File: src/rtl/aud_mem_scheduler_if.sv
`default_nettype none
// ============================================================================
// Module   : aud_mem_scheduler_if
// Desc     : Signal bundle between the audio memory scheduler and its
//            surroundings: keys, recorder, player, SRAM pins and status.
//            Signal names are from the scheduler's point of view.
// Revision : 1.0  initial release
// ============================================================================
interface aud_mem_scheduler_if #(
   parameter int ADDR_W = 20,
   parameter int DATA_W = 16
);
   logic              i_key_rec;
   logic              i_key_play;
   logic              i_key_pause;
   logic              i_key_stop;
   logic              o_rec_start;
   logic              o_rec_pause;
   logic              o_rec_stop;
   logic              i_rec_valid;
   logic [ADDR_W-1:0] i_rec_addr;
   logic [DATA_W-1:0] i_rec_data;
   logic              o_play_start;
   logic              o_play_pause;
   logic              o_play_stop;
   logic              i_play_req;
   logic [ADDR_W-1:0] i_play_addr;
   logic [DATA_W-1:0] o_play_data;
   logic              o_play_valid;
   logic [ADDR_W-1:0] o_sram_addr;
   logic [DATA_W-1:0] o_sram_wdata;
   logic              o_sram_we_n;
   logic              o_sram_oe_n;
   logic [DATA_W-1:0] i_sram_rdata;
   logic [ADDR_W-1:0] o_end_addr;
   logic [2:0]        o_mode;
   logic              o_overrun;

   // Scheduler side
   modport slave (
      input  i_key_rec, i_key_play, i_key_pause, i_key_stop,
      input  i_rec_valid, i_rec_addr, i_rec_data,
      input  i_play_req, i_play_addr, i_sram_rdata,
      output o_rec_start, o_rec_pause, o_rec_stop,
      output o_play_start, o_play_pause, o_play_stop,
      output o_play_data, o_play_valid,
      output o_sram_addr, o_sram_wdata, o_sram_we_n, o_sram_oe_n,
      output o_end_addr, o_mode, o_overrun
   );

   // Environment side: keys, recorder, player and SRAM device
   modport master (
      output i_key_rec, i_key_play, i_key_pause, i_key_stop,
      output i_rec_valid, i_rec_addr, i_rec_data,
      output i_play_req, i_play_addr, i_sram_rdata,
      input  o_rec_start, o_rec_pause, o_rec_stop,
      input  o_play_start, o_play_pause, o_play_stop,
      input  o_play_data, o_play_valid,
      input  o_sram_addr, o_sram_wdata, o_sram_we_n, o_sram_oe_n,
      input  o_end_addr, o_mode, o_overrun
   );
endinterface
`default_nettype wire

File: src/rtl/aud_mem_scheduler.sv
`default_nettype none
// ============================================================================
// Module   : aud_mem_scheduler
// Desc     : Record/playback mode controller and single-port SRAM scheduler.
//            Keys become registered start/pause/stop pulses, recorder words
//            become timed SRAM writes, player fetches become timed reads, and
//            the end of the last recording bounds playback.
// Revision : 1.0  initial release
// ============================================================================
module aud_mem_scheduler #(
   parameter int ADDR_W   = 20,
   parameter int DATA_W   = 16,
   parameter int MAX_ADDR = 1024000,
   parameter int ACC_CYC  = 2
) (
   input  wire logic          i_clk,
   input  wire logic          i_rst_n,   // synchronous, active-high despite the name
   aud_mem_scheduler_if.slave bus
);
   localparam int                 c_cnt_w    = $clog2(ACC_CYC + 1);
   localparam logic [c_cnt_w-1:0] c_acc_load = c_cnt_w'(ACC_CYC);
   localparam logic [c_cnt_w-1:0] c_cnt_last = c_cnt_w'(1);
   localparam logic [ADDR_W-1:0]  c_max_addr = ADDR_W'(MAX_ADDR);

   typedef enum logic [2:0] {
      ST_IDLE   = 3'd0,
      ST_REC    = 3'd1,
      ST_RPAUSE = 3'd2,
      ST_PLAY   = 3'd3,
      ST_PPAUSE = 3'd4,
      ST_DRAIN  = 3'd5
   } state_t;

   state_t             r_state;
   state_t             w_state_nxt;
   logic [c_cnt_w-1:0] r_acc_cnt;
   logic               r_we_n;
   logic               r_oe_n;
   logic [ADDR_W-1:0]  r_sram_addr;
   logic [DATA_W-1:0]  r_sram_wdata;
   logic [DATA_W-1:0]  r_play_data;
   logic               r_play_valid;
   logic [ADDR_W-1:0]  r_end_addr;
   logic               r_overrun;
   logic               r_rec_start,  r_rec_pause,  r_rec_stop;
   logic               r_play_start, r_play_pause, r_play_stop;
   logic               w_rec_start,  w_rec_pause,  w_rec_stop;
   logic               w_play_start, w_play_pause, w_play_stop;
   logic               w_clr_rec;
   logic               w_in_rec, w_in_play, w_port_idle;
   logic               w_wr_acc, w_rd_go, w_rd_oob, w_rd_acc, w_drop;
   logic               w_top_pause, w_top_rec, w_top_play;

   // Only the highest-priority key acts: stop > pause > rec > play
   assign w_top_pause = bus.i_key_pause & ~bus.i_key_stop;
   assign w_top_rec   = bus.i_key_rec & ~bus.i_key_pause & ~bus.i_key_stop;
   assign w_top_play  = bus.i_key_play & ~bus.i_key_rec & ~bus.i_key_pause & ~bus.i_key_stop;

   assign w_in_rec    = (r_state == ST_REC)  || (r_state == ST_RPAUSE);
   assign w_in_play   = (r_state == ST_PLAY) || (r_state == ST_PPAUSE);
   assign w_port_idle = (r_acc_cnt == '0);
   assign w_wr_acc    = w_in_rec && bus.i_rec_valid && w_port_idle;
   assign w_rd_go     = w_in_play && bus.i_play_req && w_port_idle;
   assign w_rd_oob    = w_rd_go && (bus.i_play_addr >= r_end_addr);
   assign w_rd_acc    = w_rd_go && !w_rd_oob;
   // A request landing on a busy port is lost, including on the last strobe cycle
   assign w_drop      = ((w_in_rec && bus.i_rec_valid) || (w_in_play && bus.i_play_req))
                        && !w_port_idle;

   // State register
   always_ff @(posedge i_clk) begin
      if (i_rst_n) r_state <= ST_IDLE;
      else         r_state <= w_state_nxt;
   end

   // Next-state and control-pulse decode
   always_comb begin
      w_state_nxt  = r_state;
      w_rec_start  = 1'b0;
      w_rec_pause  = 1'b0;
      w_rec_stop   = 1'b0;
      w_play_start = 1'b0;
      w_play_pause = 1'b0;
      w_play_stop  = 1'b0;
      w_clr_rec    = 1'b0;
      case (r_state)
         ST_IDLE: begin
            if (w_top_rec) begin
               w_rec_start = 1'b1;
               w_clr_rec   = 1'b1;
               w_state_nxt = ST_REC;
            end else if (w_top_play && (r_end_addr != '0)) begin
               w_play_start = 1'b1;
               w_state_nxt  = ST_PLAY;
            end
         end
         ST_REC: begin
            // Reaching capacity behaves like a stop key
            if (bus.i_key_stop || (r_end_addr == c_max_addr)) begin
               w_rec_stop  = 1'b1;
               w_state_nxt = ST_DRAIN;
            end else if (w_top_pause) begin
               w_rec_pause = 1'b1;
               w_state_nxt = ST_RPAUSE;
            end
         end
         ST_RPAUSE: begin
            if (bus.i_key_stop) begin
               w_rec_stop  = 1'b1;
               w_state_nxt = ST_DRAIN;
            end else if (w_top_pause) begin
               w_rec_pause = 1'b1;
               w_state_nxt = ST_REC;
            end
         end
         ST_PLAY, ST_PPAUSE: begin
            // Keys win over an out-of-range fetch in the same cycle
            if (bus.i_key_stop) begin
               w_play_stop = 1'b1;
               w_state_nxt = ST_DRAIN;
            end else if (w_top_pause) begin
               w_play_pause = 1'b1;
               w_state_nxt  = (r_state == ST_PLAY) ? ST_PPAUSE : ST_PLAY;
            end else if (w_rd_oob) begin
               w_play_stop = 1'b1;
               w_state_nxt = ST_IDLE;
            end
         end
         ST_DRAIN: begin
            if (w_port_idle) w_state_nxt = ST_IDLE;
         end
         default: w_state_nxt = ST_IDLE;
      endcase
   end

   // Registered one-cycle control pulses
   always_ff @(posedge i_clk) begin
      if (i_rst_n) begin
         r_rec_start  <= 1'b0;
         r_rec_pause  <= 1'b0;
         r_rec_stop   <= 1'b0;
         r_play_start <= 1'b0;
         r_play_pause <= 1'b0;
         r_play_stop  <= 1'b0;
      end else begin
         r_rec_start  <= w_rec_start;
         r_rec_pause  <= w_rec_pause;
         r_rec_stop   <= w_rec_stop;
         r_play_start <= w_play_start;
         r_play_pause <= w_play_pause;
         r_play_stop  <= w_play_stop;
      end
   end

   // SRAM port sequencer: strobe held for ACC_CYC cycles, read data captured on the last one
   always_ff @(posedge i_clk) begin
      if (i_rst_n) begin
         r_acc_cnt    <= '0;
         r_we_n       <= 1'b1;
         r_oe_n       <= 1'b1;
         r_sram_addr  <= '0;
         r_sram_wdata <= '0;
         r_play_data  <= '0;
         r_play_valid <= 1'b0;
      end else begin
         r_play_valid <= 1'b0;
         if (!w_port_idle) begin
            r_acc_cnt <= r_acc_cnt - 1'b1;
            if (r_acc_cnt == c_cnt_last) begin
               r_we_n <= 1'b1;
               r_oe_n <= 1'b1;
               if (!r_oe_n) begin
                  r_play_data  <= bus.i_sram_rdata;
                  r_play_valid <= 1'b1;
               end
            end
         end else if (w_wr_acc) begin
            r_sram_addr  <= bus.i_rec_addr;
            r_sram_wdata <= bus.i_rec_data;
            r_we_n       <= 1'b0;
            r_acc_cnt    <= c_acc_load;
         end else if (w_rd_acc) begin
            r_sram_addr <= bus.i_play_addr;
            r_oe_n      <= 1'b0;
            r_acc_cnt   <= c_acc_load;
         end
      end
   end

   // Recording extent and sticky overrun flag
   always_ff @(posedge i_clk) begin
      if (i_rst_n) begin
         r_end_addr <= '0;
         r_overrun  <= 1'b0;
      end else begin
         if (w_clr_rec) begin
            r_end_addr <= '0;
            r_overrun  <= 1'b0;
         end else begin
            if (w_wr_acc) r_end_addr <= bus.i_rec_addr + 1'b1;
            if (w_drop)   r_overrun  <= 1'b1;
         end
      end
   end

   assign bus.o_rec_start  = r_rec_start;
   assign bus.o_rec_pause  = r_rec_pause;
   assign bus.o_rec_stop   = r_rec_stop;
   assign bus.o_play_start = r_play_start;
   assign bus.o_play_pause = r_play_pause;
   assign bus.o_play_stop  = r_play_stop;
   assign bus.o_play_data  = r_play_data;
   assign bus.o_play_valid = r_play_valid;
   assign bus.o_sram_addr  = r_sram_addr;
   assign bus.o_sram_wdata = r_sram_wdata;
   assign bus.o_sram_we_n  = r_we_n;
   assign bus.o_sram_oe_n  = r_oe_n;
   assign bus.o_end_addr   = r_end_addr;
   assign bus.o_mode       = r_state;
   assign bus.o_overrun    = r_overrun;
endmodule
`default_nettype wire

File: src/flat_wrapper.sv
// flat-port wrapper written by rule: the top's interface ports become plain ports
module aud_mem_scheduler_flat 
#(
   parameter int ADDR_W   = 20,
   parameter int DATA_W   = 16,
   parameter int MAX_ADDR = 1024000,
   parameter int ACC_CYC  = 2
)
  (i_clk, i_rst_n, bus_i_key_rec, bus_i_key_play, bus_i_key_pause, bus_i_key_stop, bus_i_rec_valid, bus_i_rec_addr, bus_i_rec_data, bus_i_play_req, bus_i_play_addr, bus_i_sram_rdata, bus_o_rec_start, bus_o_rec_pause, bus_o_rec_stop, bus_o_play_start, bus_o_play_pause, bus_o_play_stop, bus_o_play_data, bus_o_play_valid, bus_o_sram_addr, bus_o_sram_wdata, bus_o_sram_we_n, bus_o_sram_oe_n, bus_o_end_addr, bus_o_mode, bus_o_overrun);
  aud_mem_scheduler_if #(.ADDR_W(ADDR_W), .DATA_W(DATA_W)) bus_i ();
  input  wire logic i_clk;
  input  wire logic i_rst_n;
  input wire logic [$bits(bus_i.i_key_rec)-1:0] bus_i_key_rec;
  input wire logic [$bits(bus_i.i_key_play)-1:0] bus_i_key_play;
  input wire logic [$bits(bus_i.i_key_pause)-1:0] bus_i_key_pause;
  input wire logic [$bits(bus_i.i_key_stop)-1:0] bus_i_key_stop;
  input wire logic [$bits(bus_i.i_rec_valid)-1:0] bus_i_rec_valid;
  input wire logic [$bits(bus_i.i_rec_addr)-1:0] bus_i_rec_addr;
  input wire logic [$bits(bus_i.i_rec_data)-1:0] bus_i_rec_data;
  input wire logic [$bits(bus_i.i_play_req)-1:0] bus_i_play_req;
  input wire logic [$bits(bus_i.i_play_addr)-1:0] bus_i_play_addr;
  input wire logic [$bits(bus_i.i_sram_rdata)-1:0] bus_i_sram_rdata;
  output wire logic [$bits(bus_i.o_rec_start)-1:0] bus_o_rec_start;
  output wire logic [$bits(bus_i.o_rec_pause)-1:0] bus_o_rec_pause;
  output wire logic [$bits(bus_i.o_rec_stop)-1:0] bus_o_rec_stop;
  output wire logic [$bits(bus_i.o_play_start)-1:0] bus_o_play_start;
  output wire logic [$bits(bus_i.o_play_pause)-1:0] bus_o_play_pause;
  output wire logic [$bits(bus_i.o_play_stop)-1:0] bus_o_play_stop;
  output wire logic [$bits(bus_i.o_play_data)-1:0] bus_o_play_data;
  output wire logic [$bits(bus_i.o_play_valid)-1:0] bus_o_play_valid;
  output wire logic [$bits(bus_i.o_sram_addr)-1:0] bus_o_sram_addr;
  output wire logic [$bits(bus_i.o_sram_wdata)-1:0] bus_o_sram_wdata;
  output wire logic [$bits(bus_i.o_sram_we_n)-1:0] bus_o_sram_we_n;
  output wire logic [$bits(bus_i.o_sram_oe_n)-1:0] bus_o_sram_oe_n;
  output wire logic [$bits(bus_i.o_end_addr)-1:0] bus_o_end_addr;
  output wire logic [$bits(bus_i.o_mode)-1:0] bus_o_mode;
  output wire logic [$bits(bus_i.o_overrun)-1:0] bus_o_overrun;
  assign bus_i.i_key_rec = bus_i_key_rec;
  assign bus_i.i_key_play = bus_i_key_play;
  assign bus_i.i_key_pause = bus_i_key_pause;
  assign bus_i.i_key_stop = bus_i_key_stop;
  assign bus_i.i_rec_valid = bus_i_rec_valid;
  assign bus_i.i_rec_addr = bus_i_rec_addr;
  assign bus_i.i_rec_data = bus_i_rec_data;
  assign bus_i.i_play_req = bus_i_play_req;
  assign bus_i.i_play_addr = bus_i_play_addr;
  assign bus_i.i_sram_rdata = bus_i_sram_rdata;
  assign bus_o_rec_start = bus_i.o_rec_start;
  assign bus_o_rec_pause = bus_i.o_rec_pause;
  assign bus_o_rec_stop = bus_i.o_rec_stop;
  assign bus_o_play_start = bus_i.o_play_start;
  assign bus_o_play_pause = bus_i.o_play_pause;
  assign bus_o_play_stop = bus_i.o_play_stop;
  assign bus_o_play_data = bus_i.o_play_data;
  assign bus_o_play_valid = bus_i.o_play_valid;
  assign bus_o_sram_addr = bus_i.o_sram_addr;
  assign bus_o_sram_wdata = bus_i.o_sram_wdata;
  assign bus_o_sram_we_n = bus_i.o_sram_we_n;
  assign bus_o_sram_oe_n = bus_i.o_sram_oe_n;
  assign bus_o_end_addr = bus_i.o_end_addr;
  assign bus_o_mode = bus_i.o_mode;
  assign bus_o_overrun = bus_i.o_overrun;
  aud_mem_scheduler #(.ADDR_W(ADDR_W), .DATA_W(DATA_W), .MAX_ADDR(MAX_ADDR), .ACC_CYC(ACC_CYC)) u_core (.i_clk(i_clk), .i_rst_n(i_rst_n), .bus(bus_i));
endmodule
File: config.mk
export PLATFORM = sky130hd
export DESIGN_NAME = aud_mem_scheduler_flat
export DESIGN_NICKNAME = d
export VERILOG_FILES = /design/src/rtl/aud_mem_scheduler_if.sv /design/src/rtl/aud_mem_scheduler.sv /design/src/flat_wrapper.sv
export SDC_FILE = /design/constraint.sdc
export NUM_CORES = 1
export LEC_CHECK = 0
export CORE_ASPECT_RATIO = 0.9
export CORE_MARGIN = 2
export CORE_UTILIZATION = 46
export CTS_BUF_LIST = sky130_fd_sc_hd__clkbuf_4
export DETAILED_ROUTE_END_ITERATION = 8
export GPL_ROUTABILITY_DRIVEN = 0
export PLACE_DENSITY_LB_ADDON = 0.08
export SKIP_LAST_GASP = 1
export SYNTH_ARGS = -nofsm -noshare
export SYNTH_HDL_FRONTEND = slang
export SYNTH_SLANG_ARGS = --single-unit
File: constraint.sdc
create_clock -name i_clk -period 3.2 [get_ports i_clk]
set_clock_uncertainty 0.15 [all_clocks]
set_input_delay 0.32 -clock i_clk [delete_from_list [all_inputs] [get_ports i_clk]]
set_output_delay 0.32 -clock i_clk [all_outputs]
set_load 0.01 [all_outputs]
==> impl_summary.md <==
Run status
The flow ran to the end, and the final reports show no timing, DRC or antenna violations.

Synthesis
By area the synthesized netlist is led by sky130_fd_sc_hd__dfxtp_1 (40%), sky130_fd_sc_hd__nand2_1 (9.4%), sky130_fd_sc_hd__ha_1 (6.8%), sky130_fd_sc_hd__a21oi_1 (6.0%), sky130_fd_sc_hd__nor2_1 (3.9%). Counting flops with a built-in enable in the synthesized netlist gives 0. The count of mapped cells out of synthesis is 549.

The distinct cell type count of the synthesized netlist is 52. The cell type with the highest aggregate area in the netlist is sky130_fd_sc_hd__dfxtp_1. The total nets after synthesis is between 600 and 700. The async set-reset flop share out of synthesis is 0%. The count of state elements after synthesis is 87. The yosys synthesis warning count is 0. Averaged over all synthesized cells, the footprint is 8.00 um^2. The proportion of synthesized chip area in sequential cells is around 40%. Summing every instance area after synthesis gives 0.00439 mm^2. By count the netlist is led by sky130_fd_sc_hd__nand2_1 (110), sky130_fd_sc_hd__dfxtp_1 (87), sky130_fd_sc_hd__a21oi_1 (53).

The fraction of post-synthesis cell area in the top cell type by area is slightly below 40%. The leading cell type by number of instances after synthesis is sky130_fd_sc_hd__nand2_1. The primary flip-flop cell chosen by synthesis mapping is sky130_fd_sc_hd__dfxtp_1.

Routing
The pre-antenna-repair detailed-routing pass consisted of 5 iterations. The routed metal-1 wire length is 5770 um. The total wire length is 13,200 um. The number of vias per cell after detailed routing is roughly 5.5. The remaining number of nets flagged by the antenna check after routing is 0. The violation count after the first detailed-routing iteration is about 320. In the detailed route, the total length drawn on met3 is around 990 um. The post-detailed-route DRC marker count is 0. Dividing the detail-routed wire length by the instance count gives ~16 um. The highest metal layer carrying signal wires in the routed design is met4. The met2 routed wirelength is roughly 6200 um.

The detailed-route via count is between 4,000 and 5,000.

Die
The die width is 107 um. The number of standard-cell rows in the floorplan is 33. The number of top-level design ports is about 170. After floorplanning, the core was sized to cover between 0.009 and 0.01 mm^2. In this run the vertical extent of the chip is 96.7 um. The total die area is 0.0104 mm^2. The initial core utilization is 47.7%.

Critical path
The worst setup path is captured at a flip-flop. The critical path startpoint category is a flip-flop. For the worst setup path, the data arrival time is 3.07 ns. Measured in cells, the most critical reg-to-reg path has a length of 9. On the worst path, the slowest cell contributes a delay of between 0.4 and 0.5 ns. The cell repeated most along the worst path is sky130_fd_sc_hd__nand4_1. Walking the worst path, the cells encountered are inv_1 -> ha_1 -> nand4_1 -> nor4_4 -> nand4_1 -> o211a_1 -> buf_4 -> a22oi_1 -> a21oi_1.

Of all nets on the critical path, the largest fanout is 13. In this run the critical register-to-register path is captured at u_core.bus.o_sram_addr[6]. The worst setup path startpoint is u_core.bus.o_end_addr[14].

In this run the register-to-register setup slack is approximately 0.29 ns. The library cell contributing the largest single delay on the critical path is sky130_fd_sc_hd__dfxtp_1. The critical path is of the flip-flop to flip-flop type. The critical path data required time is ~3.4 ns. The worst register-to-register path begins at u_core.bus.o_end_addr[14].

Clocking
The maximum level of the CTS H-tree is 3. The TritonCTS buffer count is 9. The hold buffer count at CTS is 0. Once the clock tree was built, the resizer swapped 0 gates to a different size.

TritonCTS built the clock tree. Clock tree synthesis found a total of between 80 and 90 sinks. In this run the post-CTS setup repair buffer count came out at 0. The root cell of the clock tree is sky130_fd_sc_hd__clkbuf_4.

The buffer levels on the longest clock path is 2. After clock tree synthesis, the clock-pin slew on the worst setup and hold paths is approximately 0.14 ns. The clock insertion delay at the later pin of the skew report is ~0.43 ns.

Timing
The smallest clock period supported by the final layout is computed as around 3 ns. The worst max-slew margin expressed relative to the limit is 52.0%. The maximum operating frequency is about 340 MHz. The final number of max-transition violations is 0. After layout, the worst path uses between 90% and 100% of the clock period.

The transition time at the pin with the least slew margin is slightly above 0.7 ns. The final worst hold slack is approximately 0.27 ns. Once routing completed, OpenROAD measured the worst setup slack at about 0.29 ns.

The setup TNS after final layout is 0 ns. The final count of hold timing violations was 0. Setup repair after global routing left no endpoint under its margin.

The final number of setup-violating endpoints is 0.

GRT
The number of antenna violations at the first check in global routing was 0. The global-route wire length before repair is between 20,000 and 25,000 um. The overall global routing resource usage is 25.8%.

The via count of the first global-routing pass is approximately 4,300. The final global-route overflow total is 0. Entering global routing, the biggest net connects 71 pins.

Place
The pre-CTS setup slack is 0.0302 ns. After detailed placement, the design holds a cell count of 807. After detailed placement, the total cell area comes to 0.00613 mm^2. The detailed-placement wirelength estimate is between 9000 and 10,000 um.

The number of I/O port buffers is approximately 160.

Worst hold path
The hold-critical path endpoint is u_core.bus.o_play_data[10]. In this run the most critical hold path is launched from bus_i_sram_rdata[10]. The min-delay analysis places its worst path in the category primary input to flip-flop. Counting instances, the worst hold path has a depth of 3.

Pwr
The power density of the placed cells is 603 mW/mm^2. The static leakage power is around 2.2 nW. IR analysis of the VDD net gives a maximum drop of between 200 and 300 uV.

Layout
Cells with a size suffix above 1 make up under 10% of the layout. The net count of the finished layout is 800. The repair_antennas step left the layout with diodes totalling 0.

Once layout is complete, the cells apart from fillers number between 800 and 900. The filler cell count is 748. The summed area of non-filler cells in the final layout is roughly 0.0063 mm^2. Relative to the synthesized area, the layout overhead comes to 42.3%.

Run
The tool flagged a number of max-cap violations equal to 0.
-- worst max-delay path by stage --
stage	depth (start not counted)	to	slack (ns)
global route	9	u_core.bus.o_sram_addr[5]	0.02
global placement	9	u_core.bus.o_sram_addr[0]	0.14
floorplan	9	u_core.bus.o_sram_addr[10]	0.78
detailed placement	9	u_core.bus.o_sram_addr[6]	0.03
CTS	9	u_core.bus.o_sram_addr[8]	0.32
finish	9	u_core.bus.o_sram_addr[6]	0.29
-- flip-flops by register name, summed over array words and instances (netlist names) --
signal                   flops
u_core.bus.o_end_addr       20
u_core.bus.o_mode            3
u_core.bus.o_overrun         1
u_core.bus.o_play_data      16
u_core.bus.o_play_pause      1
u_core.bus.o_play_start      1
u_core.bus.o_play_stop       1
u_core.bus.o_play_valid      1
u_core.bus.o_rec_pause       1
u_core.bus.o_rec_start       1
u_core.bus.o_rec_stop        1
u_core.bus.o_sram_addr      20
u_core.bus.o_sram_oe_n       1
u_core.bus.o_sram_wdata     16
u_core.bus.o_sram_we_n       1
u_core.r_acc_cnt             2
-- per-layer routing --
metal	GRT usage (%)	up-vias
li1	-	2210
met1	34.7	2064
met2	40.6	187
met3	5.80	29
met4	9.19	0
met5	0	-
-- layout by cell type (no fill, tap or decap), types with 3 or more instances in the layout --
cell type / count
sky130_fd_sc_hd__a211o_1: 3
sky130_fd_sc_hd__a211oi_1: 20
sky130_fd_sc_hd__a21oi_1: 53
sky130_fd_sc_hd__a22o_1: 3
sky130_fd_sc_hd__a22oi_1: 12
sky130_fd_sc_hd__a311oi_1: 10
sky130_fd_sc_hd__and2_1: 5
sky130_fd_sc_hd__and4_1: 5
sky130_fd_sc_hd__buf_4: 6
sky130_fd_sc_hd__clkbuf_4: 10
sky130_fd_sc_hd__clkdlybuf4s50_1: 163
sky130_fd_sc_hd__dfxtp_1: 87
sky130_fd_sc_hd__ha_1: 24
sky130_fd_sc_hd__inv_1: 27
sky130_fd_sc_hd__mux2i_1: 4
sky130_fd_sc_hd__nand2_1: 110
sky130_fd_sc_hd__nand2b_1: 7
sky130_fd_sc_hd__nand3_1: 17
sky130_fd_sc_hd__nand4_1: 11
sky130_fd_sc_hd__nor2_1: 46
sky130_fd_sc_hd__nor2b_1: 4
sky130_fd_sc_hd__nor3_1: 6
sky130_fd_sc_hd__nor4_1: 5
sky130_fd_sc_hd__o21ai_0: 8
sky130_fd_sc_hd__xnor2_1: 3
sky130_fd_sc_hd__xor2_1: 15
-- worst max-delay path: cells and delay by family (launching register included) --
kind                     cells  cell delay (ns)
AO/OA/AOI/OAI                3             0.69
AND/OR/NAND/NOR              3             0.82
flip-flops                   1             0.45
buffers and inverters        2             0.35
adder cells (fa/ha/maj)      1             0.33
-- through the flow --
stage / power (mW) / utilization (%)
after floorplan: 2.43 / -
after detailed placement: 3.23 / 66.6
after global placement: 3.18 / 66.6
final: 3.77 / 67.9
after CTS: 3.79 / 67.9
after global routing: 4.04 / 67.9
-- where the power goes --
part	internal, mW	switching (mW)	leakage, nW
Combinational	0.840	0.883	1.42
Clock	0.172	0.381	0.0630
Sequential	1.29	0.208	0.707
Total	2.30	1.47	2.19
-- cell families (layout without fill, tap and decap cells) --
| family | count (synthesis) | after routing | synth area share, % |
|---|---|---|---|
| AND/OR/NAND/NOR | 222 | 222 | 23.0 |
| AO/OA/AOI/OAI | 130 | 130 | 20.0 |
| flip-flops | 87 | 87 | 39.6 |
| buffers and inverters | 63 | 215 | 5.84 |
| adder cells (fa/ha/maj) | 24 | 24 | 6.83 |
| XOR/XNOR | 18 | 18 | 3.59 |
| multiplexers | 5 | 5 | 1.17 |
-- final cells by class --
class | count | area [um^2] | share of cell area, %
timing repair buffer | 172 | 1720 | 27.5
sequential | 87 | 1740 | 27.9
multi-input combinational | 399 | 2410 | 38.6
clock inverter | 6 | 46.3 | 0.740
inverter | 27 | 101 | 1.62
tap | 122 | 153 | 2.44
clock buffer | 10 | 75.1 | 1.20
(Power assumes the default switching activity.)
